### src/rtl/mul_div_unit.sv
// Iterative radix-2 multiply/divide unit implementing the RV32M funct3 operation set.
// Fixed latency of XLEN+1 cycles from accept to DONE, with no early-out.
module mul_div_unit #(
    parameter int unsigned XLEN = 32
) (
    input  logic            CLK,
    input  logic            RST,
    input  logic            START,
    input  logic [XLEN-1:0] srcA,
    input  logic [XLEN-1:0] srcB,
    input  logic [2:0]      MDU_SEL,
    output logic            BUSY,
    output logic            DONE,
    output logic [XLEN-1:0] MDU_RESULT
);

    localparam int unsigned CW = $clog2(XLEN);

    typedef enum logic [1:0] {IDLE, CALC, FIX} state_e;

    state_e            state_q, state_d;
    logic [2:0]        op_q, op_d;
    logic [XLEN-1:0]   opnd_q, opnd_d;
    logic [2*XLEN-1:0] acc_q, acc_d;
    logic [XLEN-1:0]   araw_q, araw_d;
    logic              neg_q, neg_d;
    logic              asgn_q, asgn_d;
    logic              bzero_q, bzero_d;
    logic [CW-1:0]     cnt_q, cnt_d;
    logic [XLEN-1:0]   result_q, result_d;
    logic              done_q, done_d;

    logic              a_sgn, b_sgn, a_neg, b_neg;
    logic [XLEN-1:0]   a_mag, b_mag;
    logic [XLEN:0]     mul_sum, rem_sh, diff;
    logic              ge;
    logic [2*XLEN-1:0] mul_next, div_next, prod;
    logic [XLEN-1:0]   quo, rem, fix_val;

    assign BUSY       = (state_q != IDLE);
    assign DONE       = done_q;
    assign MDU_RESULT = result_q;

    // Signed operands: MULH/MULHSU/DIV/REM for srcA, MULH/DIV/REM for srcB.
    assign a_sgn = (MDU_SEL == 3'b001) || (MDU_SEL == 3'b010) ||
                   (MDU_SEL == 3'b100) || (MDU_SEL == 3'b110);
    assign b_sgn = (MDU_SEL == 3'b001) || (MDU_SEL == 3'b100) || (MDU_SEL == 3'b110);
    assign a_neg = a_sgn & srcA[XLEN-1];
    assign b_neg = b_sgn & srcB[XLEN-1];
    assign a_mag = a_neg ? -srcA : srcA;
    assign b_mag = b_neg ? -srcB : srcB;

    // acc holds {partial product, multiplier} or {remainder, dividend/quotient}.
    assign mul_sum  = {1'b0, acc_q[2*XLEN-1:XLEN]} + (acc_q[0] ? {1'b0, opnd_q} : '0);
    assign mul_next = {mul_sum, acc_q[XLEN-1:1]};
    assign rem_sh   = acc_q[2*XLEN-1:XLEN-1];
    assign diff     = rem_sh - {1'b0, opnd_q};
    assign ge       = ~diff[XLEN];
    assign div_next = {(ge ? diff[XLEN-1:0] : rem_sh[XLEN-1:0]), acc_q[XLEN-2:0], ge};

    assign prod = neg_q ? -acc_q : acc_q;
    assign quo  = acc_q[XLEN-1:0];
    assign rem  = acc_q[2*XLEN-1:XLEN];

    always_comb begin
        fix_val = '0;
        unique case (op_q)
            3'b000:                 fix_val = prod[XLEN-1:0];
            3'b001, 3'b010, 3'b011: fix_val = prod[2*XLEN-1:XLEN];
            3'b100, 3'b101:         fix_val = bzero_q ? '1 : (neg_q ? -quo : quo);
            default:                fix_val = bzero_q ? araw_q : (asgn_q ? -rem : rem);
        endcase
    end

    always_comb begin
        state_d  = state_q;
        op_d     = op_q;
        opnd_d   = opnd_q;
        acc_d    = acc_q;
        araw_d   = araw_q;
        neg_d    = neg_q;
        asgn_d   = asgn_q;
        bzero_d  = bzero_q;
        cnt_d    = cnt_q;
        result_d = result_q;
        done_d   = 1'b0;
        unique case (state_q)
            IDLE: begin
                if (START) begin
                    state_d = CALC;
                    op_d    = MDU_SEL;
                    opnd_d  = b_mag;
                    acc_d   = {{XLEN{1'b0}}, a_mag};
                    araw_d  = srcA;
                    neg_d   = a_neg ^ b_neg;
                    asgn_d  = a_neg;
                    bzero_d = (srcB == '0);
                    cnt_d   = '0;
                end
            end
            CALC: begin
                acc_d = op_q[2] ? div_next : mul_next;
                cnt_d = cnt_q + 1'b1;
                if (cnt_q == CW'(XLEN - 1)) state_d = FIX;
            end
            FIX: begin
                result_d = fix_val;
                done_d   = 1'b1;
                state_d  = IDLE;
            end
            default: state_d = IDLE;
        endcase
    end

    always_ff @(posedge CLK) begin
        if (RST) begin
            state_q  <= IDLE;
            op_q     <= '0;
            opnd_q   <= '0;
            acc_q    <= '0;
            araw_q   <= '0;
            neg_q    <= 1'b0;
            asgn_q   <= 1'b0;
            bzero_q  <= 1'b0;
            cnt_q    <= '0;
            result_q <= '0;
            done_q   <= 1'b0;
        end else begin
            state_q  <= state_d;
            op_q     <= op_d;
            opnd_q   <= opnd_d;
            acc_q    <= acc_d;
            araw_q   <= araw_d;
            neg_q    <= neg_d;
            asgn_q   <= asgn_d;
            bzero_q  <= bzero_d;
            cnt_q    <= cnt_d;
            result_q <= result_d;
            done_q   <= done_d;
        end
    end

endmodule

### config.mk
export PLATFORM = sky130hd
export DESIGN_NAME = mul_div_unit
export DESIGN_NICKNAME = d
export VERILOG_FILES = /design/src/rtl/mul_div_unit.sv
export SDC_FILE = /design/constraint.sdc
export NUM_CORES = 1
export LEC_CHECK = 0
export CAP_MARGIN = 20
export CORE_MARGIN = 3
export CORE_UTILIZATION = 65
export DETAILED_ROUTE_END_ITERATION = 10
export GPL_TIMING_DRIVEN = 0
export PLACE_DENSITY_LB_ADDON = 0.08
export REMOVE_ABC_BUFFERS = 1
export SLEW_MARGIN = 20
export SYNTH_ARGS = -nofsm -noshare
export SYNTH_HDL_FRONTEND = slang
export SYNTH_SLANG_ARGS = --single-unit
export TNS_END_PERCENT = 1
### constraint.sdc
create_clock -name CLK -period 10.45 [get_ports CLK]
set_input_delay 2.09 -clock CLK [delete_from_list [all_inputs] [get_ports CLK]]
set_output_delay 2.09 -clock CLK [all_outputs]
set_load 0.005 [all_outputs]
== After elaboration in Yosys (flattened, before gate mapping) ==
Index checks and enable logic that the tools add are counted.
Storage, ports and cells
  bits in registers: 174
  bits of input ports: 70
  output and inout port bits: 34
  logic and storage cells: 71
Operators by class
  $add $sub $neg: 8
  eq/ne operators: 14
  muxes and demuxes: 19
  bitwise operators: 4
  reduce and logical (&&, ||, !) cells: 15
Operators with widths (count)
  two-way mux 32 bit: 8
  two-way mux 64 bit: 3
  negator 32 bit: 4
  one-hot mux 64 bit (2 select lines): 1
  one-hot mux 32 bit (3 select lines): 1
  negator 64 bit: 1
  adder 32 x 32 -> 33 bit: 1
  subtractor 33 x 32 -> 33 bit: 1
  zero test 32 bit: 1
  equality test 3 bit, second input constant: 4
  one-hot mux 5 bit (2 select lines): 1
  equality test 3 x 2 -> 1 bit, second input constant: 3
  equality test 3 x 1 -> 1 bit, second input constant: 2
  AND reduction 2 bit: 3
  adder 5 x 1 -> 5 bit, second input constant: 1
  equality test 5 bit, second input constant: 1
  logical OR 1 bit: 5
  two-way mux 5 bit: 1
  two-way mux 2 bit: 2
  inequality test 2 bit, second input constant: 2
  one-hot mux 2 bit (2 select lines): 1
  nonzero test 2 bit: 2
  zero test 3 bit: 1
  OR reduction 3 bit: 1
  other kinds (8): 9

== Depth between registers and ports, before layout ==
  word-level depth: 8
  depth in mapped cells: 14
  depth with buffers taken out: 13

== Least setup slack after synthesis ==
Ideal clock, no wire load.
  path kind: in2reg
  start point: in srcB[12]
  end point: reg opnd_q[30]
  library setup time: 0.086 ns
  data arrival time: 4.501 ns
  required time: 10.364 ns
  setup slack: 5.863 ns
  cell stages on the path: 8
  buffers on the path: 0
  cell sequence: or4_1 or3b_2 or4_1 inv_1 nand3_1 o41ai_1 xor2_1 a211oi_1
On the way
  word-level cells in the longest chain between the ends: 2
Ends and longest elaborated chain
  start: declaration: line 10  | input logic [XLEN-1:0] srcB,
  negator 32 bit: line 51  | assign b_mag = b_neg ? -srcB : srcB;
  two-way mux 32 bit: line 51
  end signal: assignment: line 131  | opnd_q <= opnd_d;
  end: declaration: line 23  | logic [XLEN-1:0] opnd_q, opnd_d;
Every way passes these cells.
A chain may end at the register's enable or synchronous reset.

== Final worst setup path ==
  start point: in srcA[10]
  end point: reg acc_q[30]
On the way
  word-level cells in the longest chain between the ends: 4
Ends and longest elaborated chain
  start: declaration: line 9  | input logic [XLEN-1:0] srcA,
  negator 32 bit: line 50  | assign a_mag = a_neg ? -srcA : srcA;
  two-way mux 32 bit: line 50
  two-way mux 64 bit: line 89  | if (START) begin
  one-hot mux 64 bit (2 select lines): line 87  | unique case (state_q)
  end signal: assignment: line 120  | acc_q <= '0;
  end signal: assignment: line 132  | acc_q <= acc_d;
  end: declaration: line 24  | logic [2*XLEN-1:0] acc_q, acc_d;
Every way passes these cells. The select of a mux whose other input is x is not followed.

==> impl_metrics.env <==
export IMPL_status="finished, final reports clean"
export IMPL_hold_viol=0
export IMPL_setup_viol=0
export IMPL_post_cts_buffers=0
export IMPL_cts_tree="yes"
export IMPL_synthMuxAreaShare_pct=4.02
export IMPL_antennaDiodeCount=0
export IMPL_ys_seq_area_share_pct=23.6
export IMPL_finClkSkew_ns=0.0156
export IMPL_relSlewSlack_pct=21.5
export IMPL_p_leak_nw=6.08
export IMPL_synth_async_sr_flop_share_pct=0
export IMPL_fillers=1784
export IMPL_start_util_pct=66.9
export IMPL_synth_edf_count=0
export IMPL_ioPinCount=104
export IMPL_multi_input_area_mm2=0.0105
export IMPL_grt_start_max_net_pins=87
export IMPL_grt_antenna_before_repair=0
export IMPL_syn_inst=2035
export IMPL_crit_fanout=7
export IMPL_synth_top_family_by_area="compound AO/OA/AOI/OAI gates"
export IMPL_place_area_mm2=0.0159
export IMPL_grt_overflow_total=0
export IMPL_die_width_um=157
export IMPL_drive_above_1_share_pct=4.63
export IMPL_grt_pass1_vias=14200
export IMPL_wl_per_cell_um=19.8
export IMPL_cts_resized=0
export IMPL_routed_wl_mm=45.8
export IMPL_drtIter0Drc=1810
export IMPL_core_rowCount=54
export IMPL_cp_start_kind="primary input"
export IMPL_period_share_pct=48.0
export IMPL_vias=15500
export IMPL_numPortBuffers=103
export IMPL_rsz0062_at_grt="no"
export IMPL_critical_path_arrival_ns=5.36
export IMPL_track_usage_pct=36.2
export IMPL_first_pass_iters=6
export IMPL_root_buffer="clkbuf_16"
export IMPL_ys_flop_type="dfxtp_1"
export IMPL_p_clk_share_pct=31.3
export IMPL_synth_cell_types=78
export IMPL_clk_latency_ns=0.45
export IMPL_synthSimpleGateAreaFrac_pct=21.5
export IMPL_floorplan_die_area_mm2=0.0246
export IMPL_cts_sinks=174
export IMPL_maxCapViolations=0
export IMPL_syn_area_mm2=0.0148
export IMPL_switching_share_pct=37.1
export IMPL_core_area_mm2=0.0221
export IMPL_min_path_type="register to register"
export IMPL_htree_num_levels=4
export IMPL_cts_buffers=17
export IMPL_p_int_mw=1.27
export IMPL_num_nets_final=2161
export IMPL_maxSlewViolCount=0
export IMPL_tightest_slew_ns=1.18
export IMPL_peakVddDrop_mv=0.0967
export IMPL_final_area_mm2=0.0165
export IMPL_finalPower_mw=2.02
export IMPL_die_h_um=157
export IMPL_routed_via_density=6.68
export IMPL_dp_hpwl_mm=33.4
export IMPL_seqPwrFrac_pct=37.8
export IMPL_synth_seq_cells=174
export IMPL_period_minus_slack_ns=5.01
export IMPL_regArea_mm2=0.00349
export IMPL_synthToLayoutAreaGrowth_pct=11.6
export IMPL_synth_xor_area_share_pct=10.9
export IMPL_grt_pass1_wl_mm=72.8
export IMPL_synth_compound_area_share_pct=28.1
export IMPL_clk_path_buf_depth=2
export IMPL_p_sw_uw=749
export IMPL_yosys_warnings=0
export IMPL_synthAdderAreaFrac_pct=6.19
export IMPL_holdBufCountCts=0
export IMPL_max_freq_mhz=200
export IMPL_end_kind="register"
export IMPL_comb_power_share_pct=30.9
export IMPL_clk_pin_slew_worst_paths_ns=0.07
export IMPL_drc_errors=0
export IMPL_gp_congestion=0.984
export IMPL_worstPathRequired_ns=10.80
export IMPL_drt_antenna_violating_nets=0
export IMPL_worstSetupPathType="primary input to register"
export IMPL_synth_area_per_cell_um2=7.27
export IMPL_p_per_area_mw_per_mm2=122
==> power by group through the flow <==
stage               Clock [mW]  Combinational, mW  Sequential, mW
CTS                      0.631              0.610           0.759
global route             0.657              0.678           0.768
detailed placement           0              0.605           0.774
global placement             0              0.575           0.778
finish                   0.633              0.625           0.763
floorplan                    0              0.419           0.757
==> cells by family (layout without fill, tap and decap cells) <==
family                     Yosys count  after routing
and+or+nand+nor                    680            680
AOI/OAI and AO/OA                  653            653
buffers and inverters              213            210
xor gates and xnor gates           184            184
DFF                                174            174
adders and majority gates           72             72
muxes                               59             59
==> cell type report <==
type / instances / share of cell area [%]
Sequential cell: 174 / 21.1
Clock inverter: 13 / 0.728
Tap cell: 280 / 2.12
Inverter: 59 / 1.34
Timing Repair Buffer: 119 / 8.25
Clock buffer: 19 / 2.62
Multi-Input combinational cell: 1648 / 63.8
==> cells in the mapped netlist (15+ instances only) <==
master    count  area share [%]
nand3_1      20            0.68
nor2_1      195             4.9
a211oi_1     91             4.6
o21ai_0     163             5.5
nand2b_1     21            0.89
xor2_1       88             5.2
nor3_1       44             1.5
o31ai_1      31             1.6
dfxtp_1     174              24
nor4_1       16            0.68
or4_1        26             1.3
nor2b_1      15            0.63
a21oi_1     187             6.3
mux2i_1      56             3.8
or2_2        18            0.76
nand2_1     240             6.1
ha_1         70             5.9
clkbuf_1    134             3.4
a21o_1       24             1.2
a221oi_1     21             1.2
xnor2_1      96             5.7
a311oi_1     16            0.95
inv_1        59             1.5
or3_1        28             1.2
==> cells in the final DEF, fill, tap and decap left out, types with 11 or more instances in the layout <==
cell type / count
mux2i_1: 56
inv_1: 59
clkdlybuf4s50_1: 102
ha_1: 70
o31ai_1: 31
or3_1: 28
or2_2: 18
a21oi_1: 186
o21ai_0: 162
o21a_1: 11
and3_1: 11
clkbuf_16: 17
a311oi_1: 16
a31oi_1: 12
nor2_1: 194
o211ai_1: 12
nand3_1: 20
xnor2_1: 96
a21o_1: 24
nor3_1: 42
or4_1: 26
xor2_1: 88
a2111oi_0: 11
nor4_1: 16
nand2_1: 239
nor2b_1: 13
nand2b_1: 21
a22oi_1: 13
dfxtp_1: 171
a211oi_1: 91
a221oi_1: 21
==> per-layer routing <==
metal,GRT usage (%),share of wire (%)
met3,4.56,8.4
met1,48.2,42
met4,16.3,4.5
met2,58.7,45
met5,0,0
==> registers in the layout, indices dropped and copies added, names as in the netlist <==
name,count
DONE,1
MDU_RESULT,32
acc_q,64
araw_q,32
asgn_q,1
bzero_q,1
cnt_q,5
neg_q,1
op_q,3
opnd_q,32
state_q,2
==> metrics by stage <==
step | util (%) | TNS, ns | cells | worst slack [ns] | hold slack, ns
finish | 74.7 | 0 | 2312 | 5.44 | 0.457
global route | 74.7 | 0 | 2312 | 5.20 | 0.477
CTS | 74.7 | 0 | 2311 | 5.52 | 0.458
detailed placement | 72.2 | 0 | 2279 | 5.07 | 0.449
global placement | 70.4 | -2.48 | 2264 | -0.413 | 0.439
floorplan | - | 0 | 1881 | 3.63 | 0.424
==> critical path, cell delays in order <==
cell             delay [ns]
clkdlybuf4s50_1        0.49
nor3_1                 0.30
nand2b_1               0.16
nor4_1                 0.46
nand2b_1               0.15
o31ai_1                0.89
a21boi_0               0.32
xnor2_1                0.15
nand2_1                0.07
a221oi_1               0.28
==> path summary, 6_finish.rpt <==
kind	from	to	slack (ns)	cells past startpoint
setup / recovery	srcA[10]	acc_q[30]	5.44	10
hold / removal	opnd_q[25]	opnd_q[25]	0.46	2
setup reg to reg	acc_q[0]	acc_q[58]	5.91	12
hold reg to reg	opnd_q[25]	opnd_q[25]	0.46	2
No activity file was read; power rests on OpenSTA's default activity.
